==> config.mk <==
export PLATFORM = sky130hd
export DESIGN_NAME = pipe_stage_reg_flat
export DESIGN_NICKNAME = d
export VERILOG_FILES = /design/src/rtl/pipe_pkg.sv /design/src/rtl/pipe_stage_reg_if.sv /design/src/rtl/pipe_perf_cnt.sv /design/src/rtl/pipe_stage_reg.sv /design/src/flat_wrapper.sv
export SDC_FILE = /design/constraint.sdc
export NUM_CORES = 1
export LEC_CHECK = 0
export ABC_CLOCK_PERIOD_IN_PS = 1300
export BUFFER_PORTS_ARGS = -buffer_cell sky130_fd_sc_hd__buf_4
export CORE_AREA = 4 4 188 190
export DETAILED_ROUTE_END_ITERATION = 7
export DIE_AREA = 0 0 192 194
export MAX_ROUTING_LAYER = met4
export SYNTH_ARGS = -nofsm -noshare
export SYNTH_HDL_FRONTEND = slang
export SYNTH_SLANG_ARGS = --single-unit
export TNS_END_PERCENT = 5
==> constraint.sdc <==
create_clock -name clk -period 1.3 [get_ports clk]
set_clock_uncertainty 0.05 [all_clocks]
set_input_delay 0.26 -clock clk [delete_from_list [all_inputs] [get_ports clk]]
set_output_delay 0.26 -clock clk [all_outputs]
set_load 0.02 [all_outputs]
==> src/rtl/pipe_pkg.sv <==
// -----------------------------------------------------------------------------
// pipe_pkg
// Shared definitions for the 5-stage MIPS pipeline registers.
//   - Default generic widths for pipe_stage_reg.
//   - Per-stage control/data bundle widths (IF/ID, ID/EX, EX/MEM, MEM/WB).
//   - Bit offsets used to pack and unpack the bundles.
//   - NOP_CTRL: the control value that makes a stage behave as a bubble.
//   - stage_act_e: the single action a stage register takes in a cycle.
// No ports (package).
// -----------------------------------------------------------------------------
package pipe_pkg;

    // Generic defaults for pipe_stage_reg
    localparam int DEF_CTRL_W = 16;
    localparam int DEF_DATA_W = 128;
    localparam int DEF_PC_W   = 32;

    // All-zero control is a NOP: no register write, no memory access, no branch.
    localparam logic [DEF_CTRL_W-1:0] NOP_CTRL = '0;

    // Per-stage bundle widths
    localparam int IF_ID_CTRL_W  = 1;    // only the valid-carrying slot, no decoded ctrl yet
    localparam int IF_ID_DATA_W  = 32;   // raw fetched instruction
    localparam int ID_EX_CTRL_W  = 16;
    localparam int ID_EX_DATA_W  = 128;
    localparam int EX_MEM_CTRL_W = 8;
    localparam int EX_MEM_DATA_W = 80;
    localparam int MEM_WB_CTRL_W = 4;
    localparam int MEM_WB_DATA_W = 72;

    // Control bundle bit positions (ID/EX layout; later stages keep the low bits)
    localparam int CTRL_REGWRITE = 0;
    localparam int CTRL_MEMTOREG = 1;
    localparam int CTRL_MEMREAD  = 2;
    localparam int CTRL_MEMWRITE = 3;
    localparam int CTRL_BRANCH   = 4;
    localparam int CTRL_ALUSRC   = 5;
    localparam int CTRL_REGDST   = 6;
    localparam int CTRL_ALUOP_LO = 7;
    localparam int CTRL_ALUOP_W  = 4;
    localparam int CTRL_JUMP     = 11;

    // ID/EX data bundle field offsets
    localparam int ID_EX_IMM_OFS   = 0;
    localparam int ID_EX_REG1_OFS  = 32;
    localparam int ID_EX_REG2_OFS  = 64;
    localparam int ID_EX_RS_OFS    = 96;
    localparam int ID_EX_RT_OFS    = 101;
    localparam int ID_EX_RD_OFS    = 106;
    localparam int ID_EX_SHAMT_OFS = 111;
    localparam int REG_IDX_W       = 5;

    // EX/MEM data bundle field offsets
    localparam int EX_MEM_ALU_OFS  = 0;
    localparam int EX_MEM_WDAT_OFS = 32;
    localparam int EX_MEM_WREG_OFS = 64;

    // MEM/WB data bundle field offsets
    localparam int MEM_WB_RDAT_OFS = 0;
    localparam int MEM_WB_ALU_OFS  = 32;
    localparam int MEM_WB_WREG_OFS = 64;

    // Action taken by a stage register this cycle (reset handled separately).
    typedef enum logic [1:0] {
        ACT_LOAD   = 2'd0,
        ACT_BUBBLE = 2'd1,
        ACT_HOLD   = 2'd2,
        ACT_FLUSH  = 2'd3
    } stage_act_e;

    // Extract the destination register index from an ID/EX data bundle.
    function automatic logic [REG_IDX_W-1:0] id_ex_rd(input logic [ID_EX_DATA_W-1:0] data);
        return data[ID_EX_RD_OFS +: REG_IDX_W];
    endfunction

    // Extract the rt register index from an ID/EX data bundle (load-use check).
    function automatic logic [REG_IDX_W-1:0] id_ex_rt(input logic [ID_EX_DATA_W-1:0] data);
        return data[ID_EX_RT_OFS +: REG_IDX_W];
    endfunction

endpackage

==> src/rtl/pipe_stage_reg_if.sv <==
// -----------------------------------------------------------------------------
// pipe_stage_reg_if
// Bundle of signals between an upstream stage, a pipeline register and the
// hazard unit.
//   Upstream -> register : in_valid, in_ctrl, in_data, in_pc, in_npc, in_instr
//   Hazard   -> register : hold, bubble, flush
//   Register -> upstream : in_ready
//   Register -> downstream: out_valid, out_ctrl, out_data, out_pc, out_npc,
//                           out_instr
// Modports:
//   slave  - the pipeline register itself.
//   master - whatever drives it (upstream stage + hazard unit, or a bench).
// -----------------------------------------------------------------------------
interface pipe_stage_reg_if #(
    parameter int CTRL_W = 16,
    parameter int DATA_W = 128,
    parameter int PC_W   = 32
);
    logic              in_valid;
    logic [CTRL_W-1:0] in_ctrl;
    logic [DATA_W-1:0] in_data;
    logic [PC_W-1:0]   in_pc;
    logic [PC_W-1:0]   in_npc;
    logic [PC_W-1:0]   in_instr;
    logic              hold;
    logic              bubble;
    logic              flush;
    logic              in_ready;
    logic              out_valid;
    logic [CTRL_W-1:0] out_ctrl;
    logic [DATA_W-1:0] out_data;
    logic [PC_W-1:0]   out_pc;
    logic [PC_W-1:0]   out_npc;
    logic [PC_W-1:0]   out_instr;

    modport slave (
        input  in_valid, in_ctrl, in_data, in_pc, in_npc, in_instr,
        input  hold, bubble, flush,
        output in_ready,
        output out_valid, out_ctrl, out_data, out_pc, out_npc, out_instr
    );

    modport master (
        output in_valid, in_ctrl, in_data, in_pc, in_npc, in_instr,
        output hold, bubble, flush,
        input  in_ready,
        input  out_valid, out_ctrl, out_data, out_pc, out_npc, out_instr
    );
endinterface

==> src/rtl/pipe_perf_cnt.sv <==
// -----------------------------------------------------------------------------
// pipe_perf_cnt
// 32-bit event counter with enable; wraps 2^32-1 -> 0, clears on reset.
// Only instantiated when PIPE_STAGE_PERF_EN is defined.
// Ports:
//   clk     - rising-edge clock
//   reset_n - synchronous active-low reset
//   en_i    - count this cycle
//   cnt_o   - current count
// -----------------------------------------------------------------------------
module pipe_perf_cnt (
    input  logic        clk,
    input  logic        reset_n,
    input  logic        en_i,
    output logic [31:0] cnt_o
);
    logic [31:0] cnt_q;
    logic [31:0] cnt_d;

    // Natural 32-bit overflow provides the wrap to zero.
    always_comb begin
        cnt_d = cnt_q;
        if (en_i) begin
            cnt_d = cnt_q + 32'd1;
        end
    end

    always_ff @(posedge clk) begin
        if (!reset_n) begin
            cnt_q <= '0;
        end else begin
            cnt_q <= cnt_d;
        end
    end

    assign cnt_o = cnt_q;
endmodule

==> src/rtl/pipe_stage_reg.sv <==
// -----------------------------------------------------------------------------
// pipe_stage_reg
// Generic inter-stage pipeline register (IF/ID, ID/EX, EX/MEM, MEM/WB).
// Carries valid, a control bundle, a data bundle, PC, NPC and the debug
// instruction word. Per-cycle priority: reset > flush > hold > bubble > load.
//   flush  : valid/ctrl cleared, everything else kept (overrides hold)
//   hold   : every register frozen, in_ready low
//   bubble : valid/ctrl cleared, everything else kept
//   load   : all fields take the inputs; ctrl only passes when in_valid
// Invariant: out_valid == 0 implies out_ctrl == 0.
// Parameters: CTRL_W, DATA_W, PC_W, CLEAR_DATA_ON_RESET (0 = data not reset).
// Ports:
//   clk     - rising-edge clock
//   reset_n - synchronous active-low reset
//   stage   - pipe_stage_reg_if.slave (inputs, hazard controls, outputs)
// Optional build macro PIPE_STAGE_PERF_EN adds perf_bubble_cnt,
// perf_flush_cnt, perf_hold_cnt (32-bit wrapping event counters).
// -----------------------------------------------------------------------------
module pipe_stage_reg
    import pipe_pkg::*;
#(
    parameter int CTRL_W              = DEF_CTRL_W,
    parameter int DATA_W              = DEF_DATA_W,
    parameter int PC_W                = DEF_PC_W,
    parameter bit CLEAR_DATA_ON_RESET = 1'b1
) (
    input  logic        clk,
    input  logic        reset_n,
    pipe_stage_reg_if.slave stage
`ifdef PIPE_STAGE_PERF_EN
    ,
    output logic [31:0] perf_bubble_cnt,
    output logic [31:0] perf_flush_cnt,
    output logic [31:0] perf_hold_cnt
`endif
);

    stage_act_e        act;

    logic              valid_q, valid_d;
    logic [CTRL_W-1:0] ctrl_q,  ctrl_d;
    logic [DATA_W-1:0] data_q,  data_d;
    logic [PC_W-1:0]   pc_q,    pc_d;
    logic [PC_W-1:0]   npc_q,   npc_d;
    logic [PC_W-1:0]   instr_q, instr_d;

    // Priority decode (reset is applied in the register processes).
    always_comb begin
        act = ACT_LOAD;
        if (stage.flush) begin
            act = ACT_FLUSH;
        end else if (stage.hold) begin
            act = ACT_HOLD;
        end else if (stage.bubble) begin
            act = ACT_BUBBLE;
        end
    end

    always_comb begin
        valid_d = valid_q;
        ctrl_d  = ctrl_q;
        data_d  = data_q;
        pc_d    = pc_q;
        npc_d   = npc_q;
        instr_d = instr_q;
        case (act)
            ACT_FLUSH, ACT_BUBBLE: begin
                // Turn the stage into a NOP but keep PC/instr for debug.
                valid_d = 1'b0;
                ctrl_d  = '0;
            end
            ACT_HOLD: begin
                // keep everything
            end
            default: begin
                valid_d = stage.in_valid;
                // Gating ctrl with valid keeps the ctrl==0-when-invalid invariant.
                ctrl_d  = stage.in_valid ? stage.in_ctrl : '0;
                data_d  = stage.in_data;
                pc_d    = stage.in_pc;
                npc_d   = stage.in_npc;
                instr_d = stage.in_instr;
            end
        endcase
    end

    always_ff @(posedge clk) begin
        if (!reset_n) begin
            valid_q <= 1'b0;
            ctrl_q  <= '0;
            pc_q    <= '0;
            npc_q   <= '0;
            instr_q <= '0;
        end else begin
            valid_q <= valid_d;
            ctrl_q  <= ctrl_d;
            pc_q    <= pc_d;
            npc_q   <= npc_d;
            instr_q <= instr_d;
        end
    end

    // The wide data bundle may be left unreset to save reset fan-out;
    // when unreset it simply holds its value through reset.
    generate
        if (CLEAR_DATA_ON_RESET) begin : g_data_rst
            always_ff @(posedge clk) begin
                if (!reset_n) begin
                    data_q <= '0;
                end else begin
                    data_q <= data_d;
                end
            end
        end else begin : g_data_norst
            always_ff @(posedge clk) begin
                if (reset_n) begin
                    data_q <= data_d;
                end
            end
        end
    endgenerate

    assign stage.in_ready  = ~stage.hold;
    assign stage.out_valid = valid_q;
    assign stage.out_ctrl  = ctrl_q;
    assign stage.out_data  = data_q;
    assign stage.out_pc    = pc_q;
    assign stage.out_npc   = npc_q;
    assign stage.out_instr = instr_q;

`ifdef PIPE_STAGE_PERF_EN
    // act already encodes "highest-priority event only".
    pipe_perf_cnt u_bubble_cnt (
        .clk     (clk),
        .reset_n (reset_n),
        .en_i    (act == ACT_BUBBLE),
        .cnt_o   (perf_bubble_cnt)
    );

    pipe_perf_cnt u_flush_cnt (
        .clk     (clk),
        .reset_n (reset_n),
        .en_i    (act == ACT_FLUSH),
        .cnt_o   (perf_flush_cnt)
    );

    pipe_perf_cnt u_hold_cnt (
        .clk     (clk),
        .reset_n (reset_n),
        .en_i    (act == ACT_HOLD),
        .cnt_o   (perf_hold_cnt)
    );
`endif

    // Invariant is only meaningful once a reset has been applied.
    logic rst_seen_q;
    always_ff @(posedge clk) begin
        if (!reset_n) begin
            rst_seen_q <= 1'b1;
        end
    end

    a_ctrl_zero_when_invalid: assert property (
        @(posedge clk) disable iff (!reset_n || !rst_seen_q)
        !valid_q |-> (ctrl_q == '0)
    );

endmodule

==> src/flat_wrapper.sv <==
// flat-port wrapper written by rule: the top's interface ports become plain ports
module pipe_stage_reg_flat import pipe_pkg::*;
#(
    parameter int CTRL_W              = DEF_CTRL_W,
    parameter int DATA_W              = DEF_DATA_W,
    parameter int PC_W                = DEF_PC_W,
    parameter bit CLEAR_DATA_ON_RESET = 1'b1
)
  (clk, reset_n, stage_in_valid, stage_in_ctrl, stage_in_data, stage_in_pc, stage_in_npc, stage_in_instr, stage_hold, stage_bubble, stage_flush, stage_in_ready, stage_out_valid, stage_out_ctrl, stage_out_data, stage_out_pc, stage_out_npc, stage_out_instr);
  pipe_stage_reg_if #(.CTRL_W(CTRL_W), .DATA_W(DATA_W), .PC_W(PC_W)) stage_i ();
  input  logic clk;
  input  logic reset_n;
  input wire logic [$bits(stage_i.in_valid)-1:0] stage_in_valid;
  input wire logic [$bits(stage_i.in_ctrl)-1:0] stage_in_ctrl;
  input wire logic [$bits(stage_i.in_data)-1:0] stage_in_data;
  input wire logic [$bits(stage_i.in_pc)-1:0] stage_in_pc;
  input wire logic [$bits(stage_i.in_npc)-1:0] stage_in_npc;
  input wire logic [$bits(stage_i.in_instr)-1:0] stage_in_instr;
  input wire logic [$bits(stage_i.hold)-1:0] stage_hold;
  input wire logic [$bits(stage_i.bubble)-1:0] stage_bubble;
  input wire logic [$bits(stage_i.flush)-1:0] stage_flush;
  output wire logic [$bits(stage_i.in_ready)-1:0] stage_in_ready;
  output wire logic [$bits(stage_i.out_valid)-1:0] stage_out_valid;
  output wire logic [$bits(stage_i.out_ctrl)-1:0] stage_out_ctrl;
  output wire logic [$bits(stage_i.out_data)-1:0] stage_out_data;
  output wire logic [$bits(stage_i.out_pc)-1:0] stage_out_pc;
  output wire logic [$bits(stage_i.out_npc)-1:0] stage_out_npc;
  output wire logic [$bits(stage_i.out_instr)-1:0] stage_out_instr;
  assign stage_i.in_valid = stage_in_valid;
  assign stage_i.in_ctrl = stage_in_ctrl;
  assign stage_i.in_data = stage_in_data;
  assign stage_i.in_pc = stage_in_pc;
  assign stage_i.in_npc = stage_in_npc;
  assign stage_i.in_instr = stage_in_instr;
  assign stage_i.hold = stage_hold;
  assign stage_i.bubble = stage_bubble;
  assign stage_i.flush = stage_flush;
  assign stage_in_ready = stage_i.in_ready;
  assign stage_out_valid = stage_i.out_valid;
  assign stage_out_ctrl = stage_i.out_ctrl;
  assign stage_out_data = stage_i.out_data;
  assign stage_out_pc = stage_i.out_pc;
  assign stage_out_npc = stage_i.out_npc;
  assign stage_out_instr = stage_i.out_instr;
  pipe_stage_reg #(.CTRL_W(CTRL_W), .DATA_W(DATA_W), .PC_W(PC_W), .CLEAR_DATA_ON_RESET(CLEAR_DATA_ON_RESET)) u_core (.clk(clk), .reset_n(reset_n), .stage(stage_i));
endmodule
==> Yosys cells after proc, flatten, opt, wreduce, memory -nomap -nowiden <==
Index checks and enable logic that the tools add are counted.
{ "word_totals": {"reg_bits": 241, "inputBits": 246, "out_inout_bits": 242, "word_cells": 18} }
{ "op_classes": {"n_eq_ne": 3, "mux": 6, "bitwise_logic": 1, "reduce_logical": 2} }
{ "ops": {"columns": ["operator", "count"], "rows": [
  ["16-bit one-hot mux with 2 select lines", 1],
  ["16-bit two-way mux", 1],
  ["2-bit == test, second input constant", 2],
  ["2-bit two-way mux", 2],
  ["3-bit OR reduction", 1],
  ["2-bit by 1-bit == test with 1-bit output, second input constant", 1],
  ["1-bit one-hot mux with 2 select lines", 1],
  ["2-bit OR reduction", 1],
  ["1-bit two-way mux", 1],
  ["1-bit NOT", 1]
]} }

==> Logic depth before layout (Yosys ltp) <==
{ "depth": {"word_depth": 6, "depth_mapped": 5, "depth_no_buf": 2} }

==> Least setup slack after synthesis <==
No wires, ideal clock.
{ "synth_path": {"path_type": "input -> register", "from": "in reset_n", "to": "reg u_core.ctrl_q[10] (netlist: u_core.stage.out_ctrl[10])", "arrival_time_ps": 1060, "t_required_ps": 1133, "setup_slack_ps": 72, "path_stages": 5, "path_buffers": 3, "path_cell_list": "buf_2 -> nor2b_1 -> buf_2 -> buf_2 -> a32o_1"} }
{ "synth_lines": {"columns": ["item", "line", "source"], "rows": [
  ["from (decl)", "flat_wrapper.sv:12", "input logic reset_n;"],
  ["to (signal assigned)", "pipe_stage_reg.sv:96", "ctrl_q <= ctrl_d;"],
  ["to (decl)", "pipe_stage_reg.sv:41", "logic [CTRL_W-1:0] ctrl_q, ctrl_d;"]
]} }

==> Worst setup path after layout <==
{ "layout_path": {"from": "reg u_core.pc_q[30] (netlist: u_core.stage.out_pc[30])", "to": "out stage_out_pc[30]"} }
{ "layout_lines": {"columns": ["item", "line", "source"], "rows": [
  ["from (decl)", "pipe_stage_reg.sv:43", "logic [PC_W-1:0] pc_q, pc_d;"],
  ["from (signal assigned)", "pipe_stage_reg.sv:97", "pc_q <= pc_d;"],
  ["to (decl)", "flat_wrapper.sv:26", "output wire logic [$bits(stage_i.out_pc)-1:0] stage_out_pc;"]
]} }
No word-level cell between the ends.

==> out/qor.csv <==
metric,value,unit
status,"finished, violations left",
violations,setup timing,
period_needed,1.33,ns
dp_cells,1923,
gp_congestion,0.821,
insertion_delay,0.53,ns
synth_top_area_frac,0.508,
syn_area_per_cell,9.35,sq um
syn_nets,1262,
hpwl,23500,um
wl,36100,um
max_slew.worst_pin.slew,0.673,ns
ys_ff_latch,241,
met1_length,13800,um
met3_length,2700,um
slowest_delay,0.36,ns
cp.required,0.99,ns
coreArea,33400,sq um
worstHoldPathType,primary input to flip-flop,
vias_per_cell,4.45,
crit_family,flip-flops,
rr_startpoint,u_core.stage.out_instr[19]$_SDFFE_PN0N_,
dr_wl_met2,18400,um
diodes,0,
clk_path_buf_depth,3,
syn_area,9500,sq um
worstHoldPathCells,3,
final_cells,2216,
leakage,7.94,nW
synth_flop_cell,dfxtp_1,
fin_area,18400,sq um
drtPass1Iterations,4,
critical-path-slowest-cell,dfxtp_2,
clock-root-buffer,clkbuf_16,
yosysTopAreaCell,dfxtp_1,
drc,0,
highest_layer,met4,
grt_pass1_wl,55400,um
area_delta_synth_final,93.4,%
min_to,u_core.stage.out_data[58]$_SDFFE_PN0N_,
reg2regPathDepth,3,
cp_data_arrival_time,1.02,ns
hold_ws,0.0366,ns
antenna_found_initial,0,
place_area,13800,sq um
ant_nets,0,
cts_tree,built,
ioPinCount,488,
vias,9869,
reg2reg_setup_slack,0.50,ns
drt_iter0_markers,310,
start_util,0.284,
max_freq,0.750,GHz
crit_type,flip-flop to output pin,
cts_buffers,28,
synth_cells,1016,
nNetsFinal,1993,
p_per_area,1040,nW/um^2
cts.sinks,241,
crit_chain,buf_6,
worst_slack,-0.0340,ns
port_buffers,487,
peakVddDrop,926,uV
die_h,194,um
cts.clk_slew.worst_paths,0.06,ns
rsz0062_at_grt,true,
drv_slew,0,
grt_pass1_vias,10600,
endpoint_kind,output pin,
fin_crit_sh,1.03,
cp_max_fo,2,
r2r-end,u_core.stage.out_instr[19]$_SDFFE_PN0N_,
total_power,19.2,mW
setup_viol_count_final,92,
row_count,67,
ys_warn_count,0,
overflow,0,
die_area,37200,sq um
grt_usage,0.187,
min-delay-start,stage_in_data[58],
relSlewSlack,0.552,
synthArstFlopShare,0,
grt_max_degree,64,
path_buf_inv,1,
synth-edff-count,0,
h-tree-depth,1,
yosysSeqAreaShare,0.508,
drive_gt1_frac,0.472,
start_kind,flip-flop,
drv_cap,0,
yosysUniqueCellTypes,18,
hold_viol_final,0,
synth.area.top_cells,"dfxtp_1 (51%), mux2i_1 (24%), nand2_1 (18%)",
die_width,192,um
post_drt_wl_per_cell,16.3,um
[cell families (layout without fill, tap and decap cells)]
logic type             count (synthesis)  after routing  synth area share
AO/OA/AOI/OAI                         17             17            0.0176
multiplexers                         224            224             0.236
AND/OR/NAND/NOR                      453            453             0.181
buffers and inverters                 81            833            0.0574
flip-flops                           241            241             0.508
[power by group]
part	total, mW	internal, mW	switching [mW]
clock	8.17	4.95	3.21
sequential	7.87	7.69	0.186
combinational	3.15	1.81	1.34
[registers in the layout, summed over array words and instances, names as in the netlist]
signal and count:
u_core.stage.out_ctrl 16, u_core.stage.out_npc 32, u_core.stage.out_valid 1, u_core.stage.out_instr 32, u_core.stage.out_pc 32, u_core.stage.out_data 128
[cell type report]
type	count	area (sq um)
multi-input cells	694	4140
repair buffers	781	7580
flip-flops and latches	241	5130
clock buffers	36	802
well taps	448	561
clock inverters	15	161
fillers	2706	15100
inverters	1	3.75
[what timing repair did]
item | 4_1_cts | 5_1_grt
hold buffers | 238 | 0
gates resized for setup | 482 | 0
buffers inserted | 1 | 3
setup endpoints to repair | 241 | 241
endpoints found under the hold margin | 238 | 0
[cells in the final DEF, fill, tap and decap left out, drive strengths merged]
cell type	instances
clkbuf	36
nor3	1
nand2	448
and3b	1
buf	543
o21a	1
and2	1
dfxtp	241
mux2i	224
clkinv	9
nor3b	1
nor2b	1
inv	4
bufinv	3
a32o	16
dlygate4sd3	238
[stage by stage]
step           setup TNS [ns]  worst slack [ns]   util
6_report               -0.849           -0.0340  0.549
5_1_grt                 -9.45           -0.0756  0.549
4_1_cts                 -7.31           -0.0690  0.549
3_5_place_dp           -31.24            -0.189  0.412
3_3_place_gp           -28.51            -0.170  0.412
2_1_floorplan               0            0.0724      -
[cells in the mapped netlist (6+ instances only)]
| cell | number |
|---|---|
| buf_8 | 17 |
| buf_1 | 6 |
| clkbuf_1 | 36 |
| a32o_1 | 16 |
| buf_4 | 7 |
| dfxtp_1 | 241 |
| mux2i_1 | 224 |
| nand2_1 | 448 |
| buf_2 | 12 |
[how the worst max path moves through the flow]
| stage | startpoint | to | slack [ns] | cells after the start |
|---|---|---|---|---|
| 6_report | u_core.stage.out_pc[30]$_SDFFE_PN0N_ | stage_out_pc[30] | -0.03 | 1 |
| 5_1_grt | u_core.stage.out_pc[30]$_SDFFE_PN0N_ | stage_out_pc[30] | -0.08 | 1 |
| 4_1_cts | u_core.stage.out_npc[1]$_SDFFE_PN0N_ | stage_out_npc[1] | -0.07 | 1 |
| 3_5_place_dp | stage_hold | u_core.stage.out_data[24]$_SDFFE_PN0N_ | -0.19 | 6 |
| 3_3_place_gp | stage_hold | u_core.stage.out_data[55]$_SDFFE_PN0N_ | -0.17 | 6 |
| 2_1_floorplan | reset_n | u_core.stage.out_ctrl[10]$_SDFFE_PN0P_ | 0.07 | 5 |
[routing by layer]
layer / vias to the layer above / global-route usage
met5: - / -
met4: 0 / 0.0724
met3: 83 / 0.0434
met2: 398 / 0.333
met1: 4617 / 0.200
li1: 4771 / -
No activity file was read; power rests on OpenSTA's default activity.
